File: src/rtl/dff_bank_arb.sv
// dff_bank_arb: round-robin arbiter driving the single write port of a dff register bank
// Ports: C clock, nR sync active-low reset, req/lock per-requester, addr/data packed per requester,
//        gnt one-hot registered grant, bank_we/bank_addr/bank_d registered write port, busy burst flag.
// Optional lock bursts are built only when DFF_ARB_LOCK_EN is defined.
module dff_bank_arb #(
  parameter int N = 4,
  parameter int W = 8,
  parameter int AW = 2,
  parameter int HOLD_MAX = 15
) (
  input  logic            C,
  input  logic            nR,
  input  logic [N-1:0]    req,
  input  logic [N-1:0]    lock,
  input  logic [N*AW-1:0] addr,
  input  logic [N*W-1:0]  data,
  output logic [N-1:0]    gnt,
  output logic            bank_we,
  output logic [AW-1:0]   bank_addr,
  output logic [W-1:0]    bank_d,
  output logic            busy
);
  localparam int LW = N > 1 ? $clog2(N) : 1;
  logic [LW-1:0] last, win, pick;
  logic [N-1:0] elig;
  logic found, take;
  // A requester whose grant is showing this cycle sits out one edge.
  always_comb begin
    elig = req & ~gnt;
    win = last;
    found = 1'b0;
    for (int k = 1; k <= N; k++) begin
      if (!found && elig[(int'(last) + k) % N]) begin
        found = 1'b1;
        win = LW'((int'(last) + k) % N);
      end
    end
  end
`ifdef DFF_ARB_LOCK_EN
  localparam int CW = $clog2(HOLD_MAX + 1);
  typedef enum logic {IDLE, BURST} state_t;
  state_t state, state_n;
  logic [CW-1:0] cnt, cnt_n;
  logic hold;
  // The burst owner is always last, since last tracks the most recent winner.
  always_comb begin
    hold = state == BURST && req[last] && lock[last] && cnt < CW'(HOLD_MAX);
    take = hold | found;
    pick = hold ? last : win;
    state_n = hold ? BURST : (found && lock[win]) ? BURST : IDLE;
    cnt_n = hold ? cnt + CW'(1) : (found && lock[win]) ? CW'(1) : '0;
  end
  always_ff @(posedge C) begin
    if (!nR) begin
      state <= IDLE;
      cnt <= '0;
    end else begin
      state <= state_n;
      cnt <= cnt_n;
    end
  end
  assign busy = state == BURST;
`else
  logic unused_lock;
  assign unused_lock = ^lock;
  assign take = found;
  assign pick = win;
  assign busy = 1'b0;
`endif
  always_ff @(posedge C) begin
    if (!nR) begin
      gnt <= '0;
      bank_we <= 1'b0;
      bank_addr <= '0;
      bank_d <= '0;
      last <= LW'(N - 1);
    end else begin
      gnt <= take ? N'(1) << pick : '0;
      bank_we <= take;
      if (take) begin
        bank_addr <= addr[int'(pick)*AW +: AW];
        bank_d <= data[int'(pick)*W +: W];
        last <= pick;
      end
    end
  end
endmodule

File: config.mk
export PLATFORM = sky130hd
export DESIGN_NAME = dff_bank_arb
export DESIGN_NICKNAME = d
export VERILOG_FILES = /design/src/rtl/dff_bank_arb.sv
export SDC_FILE = /design/constraint.sdc
export NUM_CORES = 1
export LEC_CHECK = 0
export ABC_AREA = 1
export ABC_CLOCK_PERIOD_IN_PS = 1900
export BUFFER_PORTS_ARGS = -buffer_cell sky130_fd_sc_hd__buf_2
export CORE_MARGIN = 4
export CORE_UTILIZATION = 47
export CTS_CLUSTER_DIAMETER = 60
export DETAILED_ROUTE_END_ITERATION = 8
export HOLD_SLACK_MARGIN = 0.1
export PLACE_DENSITY_LB_ADDON = 0.08
export SYNTH_ARGS = -nofsm -noshare
export SYNTH_HDL_FRONTEND = slang
export SYNTH_SLANG_ARGS = --single-unit
export TNS_END_PERCENT = 100
File: constraint.sdc
create_clock -name C -period 1.9 [get_ports C]
set_input_delay 0.285 -clock C [delete_from_list [all_inputs] [get_ports C]]
set_output_delay 0.285 -clock C [all_outputs]
set_load 0.01 [all_outputs]
==> results.md, run 1 <==
* Global-route wire length before repair at 6070 um
* Max Cap Viol at 0
* Most frequent cells in the layout: nand3_1 (76), buf_2 (60), nand2_1 (44), nand2_2 (19), dfxtp_1 (16)
* Layout area overhead at 22.4%
* Final net count at 310
* Iteration-0 DRC Markers at 61
* Top delay family on crit path: simple AND/OR/NAND/NOR gates
* Clk sinks at 17
* Cells after Synth at 201
* Reg-to-reg endpoint: bank_d[4]
* Register area at 342 sq um
* Period minus WS final at 1.77 ns
* PD cells at 2020 mW/mm^2
* Leakage at 0.933 nW
* Period utilization at 93.1%
* Most common cell on crit path: nand2_4
* GPL Wtd Cong at 0.770
* Post-cts hold buffer count at 0
* HP Class: input port to flip-flop
* H-tree depth at 1
* Crit path kind: flip-flop to flip-flop
* GRT Resource Usage Total at 18.6%
* CTS Buffer Depth at 2
* CORE AREA at 0.00285 sq mm
* Worst-case reg-to-reg path depth at 14
* Final Setup Violations at 0
* Post-Route WL at 3660 um
* Crit path arrival time at 1.96 ns
* Share of layout cells above drive strength 1 at 42.9%
* Worst Hold End: last[1]
* Placed Area at 0.00171 sq mm
* Fin. Hold Viols at 0
* Clk_skew at 0.0106 ns
* CTS Buf Count at 3
* Die Height at 63.5 um
* Critical path required time at 2.09 ns
* Max incr delay on CP at 0.33 ns
* DR vias at 1489
* Row count at 19
* Worst path cell trace: buf_12 > inv_8 > nand3_2 > nand2_1 > nand2_2 > nand2_4 > nand2_4 > nand2_4 > nand2_4 > buf_4 > nand3_1 > nand2_1 > nand3_1 > nand3_1
* Mapped Area at 0.00145 sq mm
* Setup WS pre-CTS at 0.0417 ns
* Worst VDD drop at 0.00109 V
* Die X at 63.5 um
* Most common cell after layout, fill and taps aside: nand3_1
* Residual DRC at 0
* # port buffers at 60
* #FFs+latches synth at 17
* Pin count of the biggest net entering global routing at 24
* Clock tree root driver cell: clkbuf_4
* Worst setup margin at 0.130 ns
* Reg clk slew, reported paths at 0.10 ns
* Vias in the first global route at 1334
* Max Freq at 565 MHz
* Crit. End Element: flip-flop
* Area of the multi-input gates at 971 sq um
* R2R setup slack at 0.13 ns
* Seq/Total Area, Yosys at 23.5%
* Ant diodes at 0
* Crit path launch type: flip-flop
* Ys Warns at 0
* Fill cell count at 302
* Routed vias/inst at 5.13
* Antenna violations before repair at 0
* Worst-skew pair later-pin latency at 0.30 ns
* DP HPWL at 2810 um
* RSZ-0062 raised after global routing: true
* CP max stage cell: dfxtp_1
* IO Count at 66
* Worst Hold Depth at 2
* DIE AREA at 0.00403 sq mm
* Final antenna-violating net count at 0
* CP bufs+invs at 3
* TritonCTS clock tree: built
* R2R Path Start: last[0]
* Outcome: finished clean
* Syn Area/Cell at 7.20 sq um
* Initial Util at 50.7%
* Hold path start: nR
* Syn nets at 251
* Gr ovfl total at 0
* Crit path max fanout at 12
* Drt pass-1 iters at 4
* Drt wl/cell at 12.6 um
* Design area at 0.00177 sq mm
* Slew Limit Fails at 0
* Unique masters post-synth at 19
-- report_power, final --
group	leakage [nW]	switching, mW	internal (mW)	total, mW
Combinational	0.778	1.82	1.00	2.82
Clock	0.0150	0.109	0.0818	0.191
Sequential	0.141	0.0694	0.497	0.566
-- flip-flops by register name, indices dropped and copies added, names as in the netlist --
name and cells:
bank_addr 2, bank_d 8, bank_we 1, gnt 4
last 2
-- final cells by class --
class	count	share of cell area (%)
Clock buffer	4	1.48
Inverter	8	2.12
Multi-Input combinational cell	166	54.8
Sequential cell	17	19.3
Tap cell	31	2.19
Timing Repair Buffer	64	20.1
-- cells by family (layout without fill, tap and decap cells) --
group	after synthesis	in the layout	share of synthesized area, %
flops	17	17	23.5
buf+inv	19	76	10.5
compound gates	1	2	1.12
simple gates	163	163	64.6
other cells	1	1	0.259
-- per-stage QoR --
step | instances | hold WS (ns) | TNS (ns) | util (%) | power [mW]
global route | 290 | 0.190 | -0.00496 | 62.1 | 3.95
floorplan | 201 | 0.354 | 0 | - | 2.99
detailed placement | 284 | 0.452 | 0 | 59.8 | 3.28
CTS | 288 | 0.179 | 0 | 60.7 | 3.48
finish | 290 | 0.183 | 0 | 62.1 | 3.58
global placement | 284 | 0.454 | 0 | 59.8 | 3.26
-- synthesized netlist by cell type --
cell type | count | area, sq um
inv_2 | 1 | 3.75
nand2_8 | 1 | 20.0
conb_1 | 1 | 3.75
a21oi_4 | 1 | 16.3
nand4_2 | 1 | 12.5
nand3_2 | 4 | 40.0
nand2_2 | 19 | 119
inv_1 | 6 | 22.5
nor2_1 | 4 | 15.0
nor2_4 | 2 | 22.5
inv_8 | 1 | 11.3
nand3_1 | 76 | 380
nand2_1 | 44 | 165
nand3_4 | 4 | 70.1
nand2_4 | 8 | 90.1
dfxtp_1 | 17 | 340
buf_4 | 5 | 37.5
buf_12 | 1 | 20.0
buf_6 | 5 | 56.3
-- per-layer routing --
layer	wire length (um)	global-route usage [%]
met3	330	3.73
met1	1880	27.3
met4	46	6.47
met5	0	0
met2	1400	26.6
-- worst max-delay path by stage --
stage / start / endpoint / slack (ns) / depth (start not counted)
after floorplan: last[0] / bank_d[3] / 0.37 / 13
after global placement: last[1] / bank_addr[1] / 0.09 / 10
after detailed placement: last[0] / bank_d[0] / 0.04 / 11
after CTS: last[1] / bank_d[2] / 0.01 / 10
after global routing: last[0] / bank_d[2] / -0.005 / 13
final: last[0] / bank_d[4] / 0.13 / 14
-- worst reg2reg max path: cells and delay by family, from the launching register on --
kind,cells,cell delay (ns)
AND/OR/NAND/NOR,11,0.91
buffers and inverters,3,0.43
flip-flops,1,0.33
-- what timing repair did --
action | CTS | global route
hold endpoints to repair | 0 | 0
resized for setup | 0 | 2
endpoints found under the setup margin | 0 | 14
buffers inserted | 0 | 1
Power figures use the tool's default switching activity.
==> run 2, diff against run 1 <==
ABC_CLOCK_PERIOD_IN_PS = 2200   (was 1900)
CORE_UTILIZATION = 51   (was 47)
clock period = 2.2 ns   (was 1.9 ns; I/O delays follow)
==> run 2 against run 1 <==
Utilization rose by 0.46 points. Global-route usage increased by 1.7 points. Largest cell class unchanged. First-iteration DRC count is 11% higher. Combinational power decreased by 20%. Wire length down 3.7%.
==> results.md, run 2 (same netlist as run 1, synthesis figures left out) <==
* Clock tree root driver cell: clkbuf_4
* Outcome: finished clean
* Clk sinks at 17
* Ant diodes at 0
* GRT Resource Usage Total at 20.3%
* Row count at 19
* Crit. End Element: flip-flop
* Most common cell after layout, fill and taps aside: nand3_1
* Register area at 340 sq um
* RSZ-0062 raised after global routing: false
* Period minus WS final at 1.94 ns
* Crit path arrival time at 2.17 ns
* Total Power at 2.91 mW
* DP Cell Count at 282
* Vias in the first global route at 1360
* Clock share of power at 6.0%
* Reg with most FFs: bank_d
* CTS Buffer Depth at 2
* Final antenna-violating net count at 0
* H-tree depth at 1
* Post-CTS setup buffer count at 0
* Fin. Hold Viols at 0
* Slew Limit Fails at 0
* CORE AREA at 0.00273 sq mm
* Reg clk slew, reported paths at 0.11 ns
* Period utilization at 88.1%
* Internal Power at 1.23 mW
* Placed Area at 0.00168 sq mm
* PD cells at 1700 mW/mm^2
* Antenna violations before repair at 0
* Clk_skew at 0.0107 ns
* Worst-skew pair later-pin latency at 0.30 ns
* TritonCTS clock tree: built
* Drt wl/cell at 12.3 um
* Most frequent cells in the layout: nand3_1 (76), buf_2 (60), nand2_1 (44), nand2_2 (19), dfxtp_1 (17)
* Share of layout cells above drive strength 1 at 42.0%
* Initial Util at 52.9%
* Crit path launch type: flip-flop
* Fill cell count at 288
* Drt pass-1 iters at 4
* IO Count at 66
* Max Cap Viol at 0
* Post-cts hold buffer count at 0
* Worst setup margin at 0.261 ns
* HP Class: input port to flip-flop
* Max Freq at 516 MHz
* Area of the multi-input gates at 955 sq um
* Setup tns final at 0 ns
* Post-Route WL at 3520 um
* Worst VDD drop at 0.00126 V
* Setup WS pre-CTS at 0.293 ns
* Critical path required time at 2.44 ns
* Max reg flops at 8
* Count of cells resized by post-cts repair at 0
* Residual DRC at 0
* DP HPWL at 2730 um
* Gr ovfl total at 0
* Design area at 0.00171 sq mm
* Psw at 1.68 mW
* Pin count of the biggest net entering global routing at 24
* Layout Cells excl Fill at 286
* Routed vias/inst at 5.27
* Sw Share at 57.6%
* DIE AREA at 0.00375 sq mm
* CTS Buf Count at 3
* Iteration-0 DRC Markers at 68
* Die X at 61.3 um
* Die Height at 61.3 um
* GPL Wtd Cong at 0.745
* Leakage at 0.905 nW
* Crit path kind: flip-flop to flip-flop
* Logic pwr share at 77.3%
* DR vias at 1508
* Biggest regs: bank_d: 8 flops, gnt: 4 flops
* Global-route wire length before repair at 5730 um
* Worst slew pin tran at 0.600 ns
* Final net count at 306
* Crit path max fanout at 23
* Layout area overhead at 18.2%
* # port buffers at 60
* Slew HR at 59.9%
* Final Setup Violations at 0
* Sequential share of power at 16.7%
[run 2: worst max-delay path, stage by stage (launching register included)]
cell and delay, ns:
dfxtp_1 0.32, buf_4 0.22, inv_8 0.07, nand2_1 0.07
nand2_2 0.09, nand3_4 0.10, nand2_8 0.09, nand2_4 0.07
nor2_4 0.04, a21oi_4 0.49, nand3_1 0.18, nand3_1 0.09
[run 2: per-layer routing]
layer / GRT usage [%] / share of wire (%) / up-vias
li1: - / - / 778
met5: 0 / 0 / -
met4: 4.64 / 0.43 / 0
met2: 36.0 / 52 / 39
met1: 25.5 / 42 / 689
met3: 3.77 / 5.5 / 2
[run 2: path summary, 6_finish.rpt]
| path | startpoint | to | slack [ns] | depth (start not counted) |
|---|---|---|---|---|
| worst min register to register | bank_d[4] | bank_d[4] | 0.48 | 2 |
| worst max register to register | last[0] | bank_d[6] | 0.26 | 11 |
| worst min-delay path | nR | last[0] | 0.21 | 2 |
| worst max-delay path | last[0] | bank_d[6] | 0.26 | 11 |
[run 2: cell type report]
class / count / area share, %
well taps: 31 / 2.27
multi-input cells: 165 / 55.9
flip-flops and latches: 17 / 19.9
clock buffers: 3 / 1.32
repair buffers: 61 / 18.0
clock inverters: 1 / 0.439
inverters: 8 / 2.20
[run 2: per-stage QoR]
step	hold slack [ns]	utilization [%]
floorplan	0.399	-
finish	0.212	62.5
global placement	0.455	61.4
global route	0.222	62.5
detailed placement	0.454	61.4
CTS	0.211	62.5
[run 2: power groups by stage]
stage / Clock (mW) / Sequential, mW / Combinational, mW
floorplan: 0 / 0.530 / 2.05
finish: 0.174 / 0.485 / 2.25
detailed placement: 0 / 0.490 / 2.28
global placement: 0 / 0.491 / 2.27
global route: 0.197 / 0.495 / 2.53
CTS: 0.179 / 0.484 / 2.28
